## src/rtl/contador_down_timer_if.sv

```systemverilog
// Control/status bundle for the loadable down-counting timer.
// The master drives the commands; the slave (the timer) returns count and flags.
interface contador_down_timer_if #(
   parameter int WIDTH = 32
);
   logic             load;
   logic [WIDTH-1:0] load_val;
   logic             start;
   logic             stop;
   logic             down;
   logic             auto_reload;
   logic             clear_expired;
   logic [WIDTH-1:0] q;
   logic             running;
   logic             done;
   logic             expired;

   modport master (
      output load, load_val, start, stop, down, auto_reload, clear_expired,
      input  q, running, done, expired
   );

   modport slave (
      input  load, load_val, start, stop, down, auto_reload, clear_expired,
      output q, running, done, expired
   );
endinterface

```

## src/rtl/contador_down_timer.sv

```systemverilog
// Loadable down-counting timer with start/stop/hold, terminal-count pulse,
// sticky expiry flag and optional auto-reload from the last loaded value.
module contador_down_timer #(
   parameter int WIDTH = 32
) (
   input  logic                  clk,
   input  logic                  rst,
   contador_down_timer_if.slave  bus
);

   typedef enum logic [1:0] {
      IDLE = 2'd0,
      RUN  = 2'd1,
      HOLD = 2'd2
   } state_e;

   state_e           state_q, state_d;
   logic [WIDTH-1:0] q_q, q_d;
   logic [WIDTH-1:0] reload_q, reload_d;
   logic             done_q, done_d;
   logic             expired_q, expired_d;

   // NOTE: reset is asynchronous and active-low; every flop, including the
   // reload register, gets a defined value so an aborted count leaves no residue.
   always_ff @(posedge clk or negedge rst) begin
      if (!rst) begin
         state_q   <= IDLE;
         q_q       <= '0;
         reload_q  <= '0;
         done_q    <= 1'b0;
         expired_q <= 1'b0;
      end else begin
         // NOTE: sequential state uses non-blocking assignments only.
         state_q   <= state_d;
         q_q       <= q_d;
         reload_q  <= reload_d;
         done_q    <= done_d;
         expired_q <= expired_d;
      end
   end

   always_comb begin
      // NOTE: every target gets a default first so no latch is inferred.
      state_d   = state_q;
      q_d       = q_q;
      reload_d  = reload_q;
      done_d    = 1'b0;
      expired_d = expired_q;

      if (bus.clear_expired) begin
         expired_d = 1'b0;
      end

      // Strict priority: load, then stop, then start, then the down tick.
      if (bus.load) begin
         q_d       = bus.load_val;
         reload_d  = bus.load_val;
         state_d   = IDLE;
         expired_d = 1'b0;
      end else if (bus.stop) begin
         if (state_q == RUN) begin
            state_d = HOLD;
         end
      end else if (bus.start) begin
         if ((state_q != RUN) && (q_q != '0)) begin
            state_d = RUN;
         end
      end else if (bus.down && (state_q == RUN)) begin
         if (q_q == WIDTH'(1)) begin
            // Terminal tick: the expiry set overrides a coincident clear.
            done_d    = 1'b1;
            expired_d = 1'b1;
            if (bus.auto_reload && (reload_q != '0)) begin
               q_d = reload_q;
            end else begin
               q_d     = '0;
               state_d = IDLE;
            end
         end else begin
            q_d = q_q - WIDTH'(1);
         end
      end
   end

   always_comb begin
      bus.q       = q_q;
      bus.running = (state_q == RUN);
      bus.done    = done_q;
      bus.expired = expired_q;
   end

endmodule

```

## src/flat_wrapper.sv

```systemverilog
// flat-port wrapper written by rule: the top's interface ports become plain ports
module contador_down_timer_flat 
#(
   parameter int WIDTH = 32
)
  (clk, rst, bus_load, bus_load_val, bus_start, bus_stop, bus_down, bus_auto_reload, bus_clear_expired, bus_q, bus_running, bus_done, bus_expired);
  contador_down_timer_if #(.WIDTH(WIDTH)) bus_i ();
  input  logic clk;
  input  logic rst;
  input wire logic [$bits(bus_i.load)-1:0] bus_load;
  input wire logic [$bits(bus_i.load_val)-1:0] bus_load_val;
  input wire logic [$bits(bus_i.start)-1:0] bus_start;
  input wire logic [$bits(bus_i.stop)-1:0] bus_stop;
  input wire logic [$bits(bus_i.down)-1:0] bus_down;
  input wire logic [$bits(bus_i.auto_reload)-1:0] bus_auto_reload;
  input wire logic [$bits(bus_i.clear_expired)-1:0] bus_clear_expired;
  output wire logic [$bits(bus_i.q)-1:0] bus_q;
  output wire logic [$bits(bus_i.running)-1:0] bus_running;
  output wire logic [$bits(bus_i.done)-1:0] bus_done;
  output wire logic [$bits(bus_i.expired)-1:0] bus_expired;
  assign bus_i.load = bus_load;
  assign bus_i.load_val = bus_load_val;
  assign bus_i.start = bus_start;
  assign bus_i.stop = bus_stop;
  assign bus_i.down = bus_down;
  assign bus_i.auto_reload = bus_auto_reload;
  assign bus_i.clear_expired = bus_clear_expired;
  assign bus_q = bus_i.q;
  assign bus_running = bus_i.running;
  assign bus_done = bus_i.done;
  assign bus_expired = bus_i.expired;
  contador_down_timer #(.WIDTH(WIDTH)) u_core (.clk(clk), .rst(rst), .bus(bus_i));
endmodule
```

## config.mk

```make
export PLATFORM = sky130hd
export DESIGN_NAME = contador_down_timer_flat
export DESIGN_NICKNAME = d
export VERILOG_FILES = /design/src/rtl/contador_down_timer_if.sv /design/src/rtl/contador_down_timer.sv /design/src/flat_wrapper.sv
export SDC_FILE = /design/constraint.sdc
export NUM_CORES = 1
export LEC_CHECK = 0
export CAP_MARGIN = 20
export CORE_ASPECT_RATIO = 1.25
export CORE_MARGIN = 10
export CORE_UTILIZATION = 45
export DETAILED_ROUTE_END_ITERATION = 10
export PLACE_DENSITY_LB_ADDON = 0.3
export REMOVE_ABC_BUFFERS = 1
export SETUP_SLACK_MARGIN = 0.02
export SYNTH_ARGS = -nofsm -noshare
export SYNTH_HDL_FRONTEND = slang
export SYNTH_SLANG_ARGS = --single-unit
```

## constraint.sdc

```tcl
create_clock -name clk -period 2.4 [get_ports clk]
set_input_delay 0.36 -clock clk [delete_from_list [all_inputs] [get_ports clk]]
set_output_delay 0.36 -clock clk [all_outputs]
set_load 0.02 [all_outputs]
```

==> impl_metrics.yaml, run 1 <==
power_and_ir_drop:
  cellPowerDensity_nw_per_um2: 592.4
  ir_worst_vdd_mv: 0.4174
  p_leak_nw: 2.429
setup_path:
  rrSetupSlack_ns: -0.14
  start_kind: "flop"
  crit_arrival_ns: 2.85
  end_kind: "flop"
  reg2reg_depth: 6
  worstPathRequired_ns: 2.71
  path_max_fanout: 4
  critical_path_class: "reg2reg"
  r2r-start: "u_core.bus.q[20]"
  r2r-end: "u_core.bus.q[5]"
sta:
  rsz0062_at_grt: "true"
  setup_viol: 19
  hold_slack_ns: -0.01099
  timing_hold_violations_final: 20
  skew_ns: 0.01116
  max_freq_mhz: 393.2
  drv_slew: 0
  period_share_pct: 106.0
  min_period_ns: 2.543
  setup_ws_ns: -0.1432
  setup-tns-final_ns: -1.098
  tightest_slew_ns: 0.5980
  slew_headroom_pct: 60.13
floorplan:
  num_rows: 37
  start_util_pct: 46.53
  ios: 75
  die_area_um2: 12750
  core-area_um2: 8333
  die_width_um: 103.0
  die_h_um: 123.8
synth:
  ys_seq_area_share_pct: 43.89
  yosysWarningCount: 0
  synth_cell_types: 54
  ys_top_cells_by_area: "dfrtp_1 (44%), o21ai_0 (5.2%), mux2_2 (4.9%)"
  synth-seq-cells: 68
  synth_common_cells: "dfrtp_1 (68), nand2_1 (43), o21ai_0 (40)"
  ys.flop_type: "dfrtp_1"
  postSynthAreaPerCell_um2: 9.038
  synth_area_leader_cell: "dfrtp_1"
  synth_top_area_share_pct: 43.89
  synth_area_um2: 3877
  synthArstFlopShare_pct: 100.0
  synth_edf_count: 0
  synth_most_common_cell: "dfrtp_1"
  synthCells: 429
routing:
  routed_via_density: 6.163
  routed_wl_um: 14710
  ant_nets: 0
  firstDrtPassIters: 6
  drc: 0
  vias: 4197
  wl_per_cell_um: 21.61
  drtIter0Drc: 291
cts:
  h-tree-depth: 3
  cts.sink_count: 68
  clock-root-buffer: "clkbuf_8"
  hold_buffers: 0
  path_clk_slew_ns: 0.08
  cts_buffers: 9
  clock_latency_ns: 0.37
  cts_tree: "done"
  clk_path_buf_depth: 2
cells_and_area:
  syn_to_final_growth_pct: 48.11
  utilization_pct: 68.92
  n_fill_cell: 660
  diodes: 0
  layout.nets: 622
  drive_above_1_share_pct: 27.74
  stdcell_count: 681
  final_area_um2: 5743
placement:
  gp_congestion: 0.9518
  port_buffers: 74
  placed_cell_area_um2: 5261
  place_hpwl_um: 10710
  dp_cells: 659
global_route:
  grt_pass1_wl_um: 22630
  grt_overflow: 0
  grtUsageTotal_pct: 23.00
  antenna_found_initial: 0
  grt_pass1_vias: 4139
  grt_max_degree: 47
outcome:
  violations: "hold timing, setup timing"
  status: "finished, violations left"
worst_hold_path:
  hold_path_class: "in2async"
run:
  max_cap_violations: 0
## cell type report
class	instances	area (um2)	share of cell area (%)
clock buffers	10	137.6	2.397
clock inverters	6	111.4	1.939
inverters	18	67.56	1.176
multi-input cells	322	2200	38.30
flip-flops and latches	68	1702	29.63
well taps	97	121.4	2.113
repair buffers	160	1404	24.44
## power by group
| group | switching, mW | internal (mW) |
|---|---|---|
| clock | 0.487 | 0.718 |
| sequential | 0.117 | 1.26 |
| combinational | 0.419 | 0.405 |
## metal layers
| metal | wire (um) | vias up | GRT usage (%) |
|---|---|---|---|
| met2 | 7078 | 188 | 36.88 |
| met5 | 0 | - | 0 |
| met3 | 1099 | 33 | 5.928 |
| li1 | - | 1903 | - |
| met4 | 499 | 0 | 10.80 |
| met1 | 6036 | 2073 | 28.28 |
## worst max-delay path, stage by stage (launching register included)
cell and delay [ns]:
dfrtp_1 0.38, or4_4 0.56, or3_4 0.39, or4_4 0.56, nor4_4 0.24, buf_4 0.19
a221o_1 0.16
## worst max-delay path by stage
stage / start / end / slack, ns / depth (start not counted)
floorplan: u_core.bus.q[20] / u_core.bus.q[0] / -0.23 / 6
finish: u_core.bus.q[20] / u_core.bus.q[5] / -0.14 / 6
CTS: u_core.bus.q[20] / u_core.bus.q[5] / -0.09 / 6
detailed placement: u_core.bus.q[20] / u_core.bus.q[5] / -0.23 / 6
global route: u_core.bus.q[20] / u_core.bus.q[24] / -0.16 / 6
global placement: u_core.bus.q[20] / u_core.bus.q[5] / -0.18 / 6
## cells in the final DEF, fill, tap and decap left out, drive strengths merged, types with 3 or more instances in the layout
cell type / count
a21o: 4
a21oi: 19
a221o: 4
a22oi: 12
a31oi: 8
and3: 8
buf: 88
bufinv: 3
clkbuf: 10
clkdlybuf4s50: 72
dfrtp: 68
ha: 3
inv: 18
mux2: 17
nand2: 43
nand3: 9
nand4: 9
nor2: 31
nor3: 14
nor4: 21
nor4b: 3
o211ai: 3
o21ai: 44
o31ai: 8
or2: 3
or3: 9
or4: 10
xnor2: 6
xor2: 8
## state kept, by name, summed over array words and instances, names as in the netlist
name / flops
u_core.bus.expired: 1
u_core.state_q: 2
u_core.bus.q: 32
u_core.bus.done: 1
u_core.reload_q: 32
## per-stage QoR
stage,total power [mW],setup slack [ns]
after global routing,3.526,-0.1551
after global placement,2.165,-0.1781
after detailed placement,2.178,-0.2313
final,3.402,-0.1432
after floorplan,1.702,-0.2292
after CTS,3.375,-0.08967
## what timing repair did
item | 4_1_cts | 5_1_grt
buffers inserted | 1 | 4
gates cloned | 0 | 1
pin swaps | 4 | 11
endpoints found under the setup margin | 30 | 32
hold endpoints to repair | 0 | 0
gates resized for setup | 18 | 31
## cell families (layout without fill, tap and decap cells)
logic type      after synthesis  after routing  synth area share [%]
mux                          17             17                 4.937
fa+ha+maj                     3              3                0.9682
compound gates              116            116                 18.75
buf+inv                      39            194                 3.840
flops                        68             68                 43.89
simple gates                172            172                 24.46
xor+xnor                     14             14                 3.162
No activity file was read; power rests on OpenSTA's default activity.
==> inputs of run 2 (changes only) <==
- PLACE_DENSITY: default -> 0.74
- PLACE_DENSITY_LB_ADDON: 0.3 -> default
- RECOVER_POWER: default -> 25
- clock period: 2.4 -> 2.1 ns (I/O delays scaled with it)
==> impl_metrics.yaml, run 2 (synthesis results as in run 1) <==
routing:
  firstDrtPassIters: 5
  ant_nets: 0
  routed_via_density: 6.041
  drc: 0
  vias: 4368
  wl_per_cell_um: 21.93
  drtIter0Drc: 266
  routed_wl_um: 15860
setup_path:
  crit_buf_inv: 4
  end_kind: "flop"
  crit_chain: "or4_4, or4_4, buf_6, nor3_4, buf_6, buf_6, buf_6, o31ai_2, nand2_1, nand4_1"
  cp_slowest_cell: "or4_4"
  slowest_delay_ns: 0.57
  cp_top_family: "simple AND/OR/NAND/NOR gates"
  setup.worst_path.start: "u_core.bus.q[20]"
  crit_arrival_ns: 2.78
  path_max_fanout: 4
  start_kind: "flop"
  path_common_cell: "buf_6"
  worstPathRequired_ns: 2.34
  critical_path_class: "reg2reg"
  r2r-start: "u_core.bus.q[20]"
floorplan:
  die_width_um: 103.0
  die_area_um2: 12750
  num_rows: 37
  ios: 75
  die_h_um: 123.8
  core-area_um2: 8333
  start_util_pct: 46.53
outcome:
  violations: "setup timing"
  status: "finished, violations left"
sta:
  period_share_pct: 121.2
  skew_ns: 0.01127
  max_freq_mhz: 392.9
  hold_slack_ns: 0.5249
  rsz0062_at_grt: "true"
  min_period_ns: 2.545
  setup_viol: 35
  timing_hold_violations_final: 0
  tightest_slew_ns: 0.8483
  slew_headroom_pct: 43.45
  drv_slew: 0
  setup-tns-final_ns: -10.90
  setup_ws_ns: -0.4455
power_and_ir_drop:
  combinationalPowerShare_pct: 27.0
  swShare_pct: 29.54
  seq_power_share_pct: 38.8
  clockPowerShare_pct: 34.2
  ir_worst_vdd_mv: 0.3875
  cellPowerDensity_nw_per_um2: 639.3
  p_leak_nw: 2.699
  p_int_mw: 2.839
  p_sw_mw: 1.190
worst_hold_path:
  hold_path_class: "reg2reg"
  hp-start: "u_core.reload_q[23]"
global_route:
  grt_max_degree: 56
  grt_pass1_vias: 4515
  grtUsageTotal_pct: 24.75
  antenna_found_initial: 0
  grt_pass1_wl_um: 24120
  grt_overflow: 0
placement:
  gp_congestion: 0.9226
  port_buffers: 74
  dp_slack_ns: -0.4503
  place_hpwl_um: 11520
  dp_cells: 692
cts:
  cts.sink_count: 68
  clk_path_buf_depth: 2
  path_clk_slew_ns: 0.07
  clock_latency_ns: 0.36
  cts_tree: "done"
  h-tree-depth: 3
  clock-root-buffer: "clkbuf_8"
  cts_buffers: 9
cells_and_area:
  multi_input_area_um2: 2375
  stdcell_count: 723
  n_fill_cell: 610
  layout.nets: 664
  syn_to_final_growth_pct: 62.54
  drive_above_1_share_pct: 36.58
  regArea_um2: 1703
  final_common_cell: "buf_4"
  most-common-layout-cells: "buf_4 (104), clkdlybuf4s50_1 (72), dfrtp_1 (67)"
  diodes: 0
run:
  max_cap_violations: 0
run 2: changes by cell type in the layout (fill, tap and decap cells not counted), moves of 4 or more:
cell      before  now
buf_6          4   18
o21ai_2        2    8
o21ai_1        7   14
nor4_1        16   11
o21ai_0       35   22
buf_4         81  104
clkbuf_1       0    4
run 2: path summary, 6_finish.rpt:
path	to	slack [ns]	depth (start not counted)
min in group asynchronous	u_core.reload_q[17]	0.56	3
setup / recovery	u_core.bus.q[26]	-0.45	10
hold / removal	u_core.bus.q[23]	0.52	1
setup reg to reg	u_core.bus.q[26]	-0.45	10
max in group asynchronous	u_core.bus.q[6]	0.86	3
hold reg to reg	u_core.bus.q[23]	0.52	1
run 2: cell type report:
type	count	area share [%]
multi-input cells	322	37.68
clock buffers	12	2.462
repair buffers	202	28.33
flip-flops and latches	68	27.02
inverters	18	1.072
clock inverters	4	1.509
well taps	97	1.926
run 2: metrics by stage:
step / util, % / area (um2) / total power, mW
after floorplan: - / 3796 / 1.946
after global placement: 66.11 / 5509 / 2.562
after detailed placement: 66.11 / 5509 / 2.576
after CTS: 72.93 / 6077 / 3.987
after global routing: 75.63 / 6302 / 4.183
final: 75.63 / 6302 / 4.029
run 2: power groups by stage:
stage               Clock [mW]  Combinational, mW  Sequential, mW
global placement             0               1.00            1.56
finish                    1.38               1.09            1.56
detailed placement           0               1.01            1.57
global route              1.45               1.17            1.57
CTS                       1.39               1.05            1.55
floorplan                    0              0.282            1.66
run 2: repair_timing:
action                                  4_1_cts  5_1_grt
setup buffers                                 6       11
pin swaps                                    29       23
gates resized for setup                      74       42
endpoints found under the hold margin         5        0
gates cloned                                  1        0
hold buffers                                  1        0
endpoints found under the setup margin       36       36
run 2: metal layers:
| metal | vias to the layer above | wire [um] | GRT usage [%] |
|---|---|---|---|
| li1 | 1996 | - | - |
| met1 | 2114 | 6152 | 28.21 |
| met2 | 212 | 8072 | 42.16 |
| met3 | 46 | 1039 | 5.152 |
| met4 | 0 | 593 | 13.85 |
| met5 | - | 0 | 0 |
==> inputs of run 3 (changes only) <==
- ABC_AREA: default -> 1
- CORE_UTILIZATION: 45 -> 31
- PLACE_DENSITY: 0.74 -> default
==> impl_metrics.yaml, run 3 <==
routing:
  vias: 4751
  wl_per_cell_um: 14.64
  drtIter0Drc: 241
  ant_nets: 0
  routed_via_density: 4.723
  drc: 0
  routed_wl_um: 14730
  firstDrtPassIters: 5
setup_path:
  setup.worst_path.start: "u_core.bus.q[14]"
  crit_arrival_ns: 2.12
  path_max_fanout: 8
  r2r-end: "u_core.state_q[0]"
  worstPathRequired_ns: 2.33
  end_kind: "flop"
  critical_path_class: "reg2reg"
  reg2reg_depth: 10
  r2r-start: "u_core.bus.q[14]"
  rrSetupSlack_ns: 0.21
  start_kind: "flop"
floorplan:
  ios: 75
  die_h_um: 155.3
  die_width_um: 128.3
  die_area_um2: 19920
  core-area_um2: 14410
  start_util_pct: 31.52
  num_rows: 49
global_route:
  grtUsageTotal_pct: 14.98
  grt_pass1_vias: 4891
  grt_overflow: 0
  antenna_found_initial: 0
  grt_max_degree: 75
  grt_pass1_wl_um: 24250
synth:
  synth_area_leader_cell: "dfrtp_1"
  synth_most_common_cell: "nand2_1"
  synth_common_cells: "nand2_1 (234), nor2_1 (129), dfrtp_1 (68)"
  synth_area_um2: 4542
  synth-seq-cells: 68
  synth_top_area_share_pct: 37.47
  ys_seq_area_share_pct: 37.47
  synthCells: 709
  yosysWarningCount: 0
  ys.flop_type: "dfrtp_1"
  ys_top_cells_by_area: "dfrtp_1 (37%), nand2_1 (19%), nor2_1 (11%)"
  synthArstFlopShare_pct: 100.0
  postSynthAreaPerCell_um2: 6.406
  synth_edf_count: 0
  synth_cell_types: 31
placement:
  placed_cell_area_um2: 5843
  port_buffers: 74
  gp_congestion: 0.8914
  place_hpwl_um: 11300
cells_and_area:
  most-common-layout-cells: "nand2_1 (234), nor2_1 (124), clkdlybuf4s50_1 (71)"
  layout.nets: 866
  final_area_um2: 6221
  n_fill_cell: 1509
  utilization_pct: 43.18
  syn_to_final_growth_pct: 36.97
  drive_above_1_share_pct: 12.20
  diodes: 0
  final_common_cell: "nand2_1"
run:
  max_cap_violations: 0
sta:
  tightest_slew_ns: 0.8414
  setup_viol: 0
  max_freq_mhz: 528.6
  period_share_pct: 90.09
  slew_headroom_pct: 43.91
  rsz0062_at_grt: "false"
  min_period_ns: 1.892
  skew_ns: 0.005949
  drv_slew: 0
  timing_hold_violations_final: 0
cts:
  cts_tree: "done"
  cts_buffers: 9
  clk_path_buf_depth: 2
  h-tree-depth: 3
  clock-root-buffer: "clkbuf_16"
  path_clk_slew_ns: 0.06
  clock_latency_ns: 0.34
  cts.sink_count: 68
power_and_ir_drop:
  ir_worst_vdd_mv: 0.3201
  cellPowerDensity_nw_per_um2: 720.1
  p_leak_nw: 2.849
worst_hold_path:
  hp-start: "u_core.state_q[1]"
  hold_path_depth: 2
  whs_endpoint: "u_core.state_q[1]"
  hold_path_class: "reg2reg"
outcome:
  status: "completed"
-- run 3: cell types whose count changed after synthesis, sizes merged, moves of 21 or more --
cell,change
nor4,-21
a21oi,+48
nand3,+33
nand2,+196
inv,+37
nor2,+112
-- run 3: worst max-delay path: stages (launching register included) --
cell and delay [ns]:
dfrtp_1 0.40, nor2_4 0.18, nand2_2 0.12, nor2_8 0.20, nand3_2 0.14, nor2_4 0.21
nand2_1 0.13, o21bai_2 0.19, nand2_1 0.10, nand2_1 0.07, nand2_1 0.04
-- run 3: through the flow --
| step | hold slack, ns | std cells | setup WS (ns) | power, mW | TNS [ns] |
|---|---|---|---|---|---|
| 3_5_place_dp | 0.2421 | 988 | -0.08990 | 2.793 | -1.014 |
| 2_1_floorplan | 0.01941 | 680 | -0.8808 | 2.151 | -25.45 |
| 4_1_cts | 0.4272 | 1005 | 0.05166 | 4.517 | 0 |
| 6_report | 0.4704 | 1006 | 0.2082 | 4.480 | 0 |
| 5_1_grt | 0.5183 | 1006 | 0.02409 | 4.727 | 0 |
| 3_3_place_gp | 0.2421 | 988 | -0.04245 | 2.786 | -0.4366 |
-- run 3: cell families after synthesis --
family | synth area share, %
AND/OR/NAND/NOR | 40.96
AO/OA/AOI/OAI | 11.93
buffers and inverters | 7.659
flip-flops | 37.47
XOR/XNOR | 1.157
adder cells (fa/ha/maj) | 0.8265
-- run 3: timing repair --
action                                  CTS  global route
buffers inserted                          0             1
endpoints found under the setup margin    6            17
hold endpoints to repair                 12             0
hold buffers                              1             0
pin swaps                                 0             2
gates resized for setup                   1            12
-- run 3: worst max path at each step --
stage | cells past startpoint | slack [ns] | to
6_report | 10 | 0.21 | u_core.state_q[0]
5_1_grt | 10 | 0.02 | u_core.state_q[0]
4_1_cts | 3 | 0.05 | bus_running
3_5_place_dp | 8 | -0.09 | u_core.bus.q[14]
3_3_place_gp | 8 | -0.04 | u_core.bus.q[14]
2_1_floorplan | 8 | -0.88 | u_core.bus.q[10]
-- run 3: layer usage --
| layer | part of all wire (%) | GRT usage (%) | up-vias |
|---|---|---|---|
| li1 | - | - | 2483 |
| met1 | 44 | 17.52 | 2169 |
| met2 | 50 | 26.32 | 86 |
| met3 | 4.0 | 3.264 | 13 |
| met4 | 1.9 | 4.780 | 0 |
| met5 | 0 | 0 | - |
-- run 3: power by group --
part / internal (mW) / switching [mW]
clock network: 1.14 / 0.576
logic: 0.535 / 0.664
registers: 1.45 / 0.116
-- run 3: cell type report --
| cell class | count | area (um2) | area share [%] |
|---|---|---|---|
| Sequential cell | 68 | 1703 | 27.37 |
| Clock inverter | 3 | 67.56 | 1.086 |
| Inverter | 55 | 206.4 | 3.319 |
| Multi-Input combinational cell | 557 | 2546 | 40.93 |
| Timing Repair Buffer | 132 | 1205 | 19.37 |
| Tap cell | 178 | 222.7 | 3.580 |
| Clock buffer | 13 | 270.3 | 4.344 |
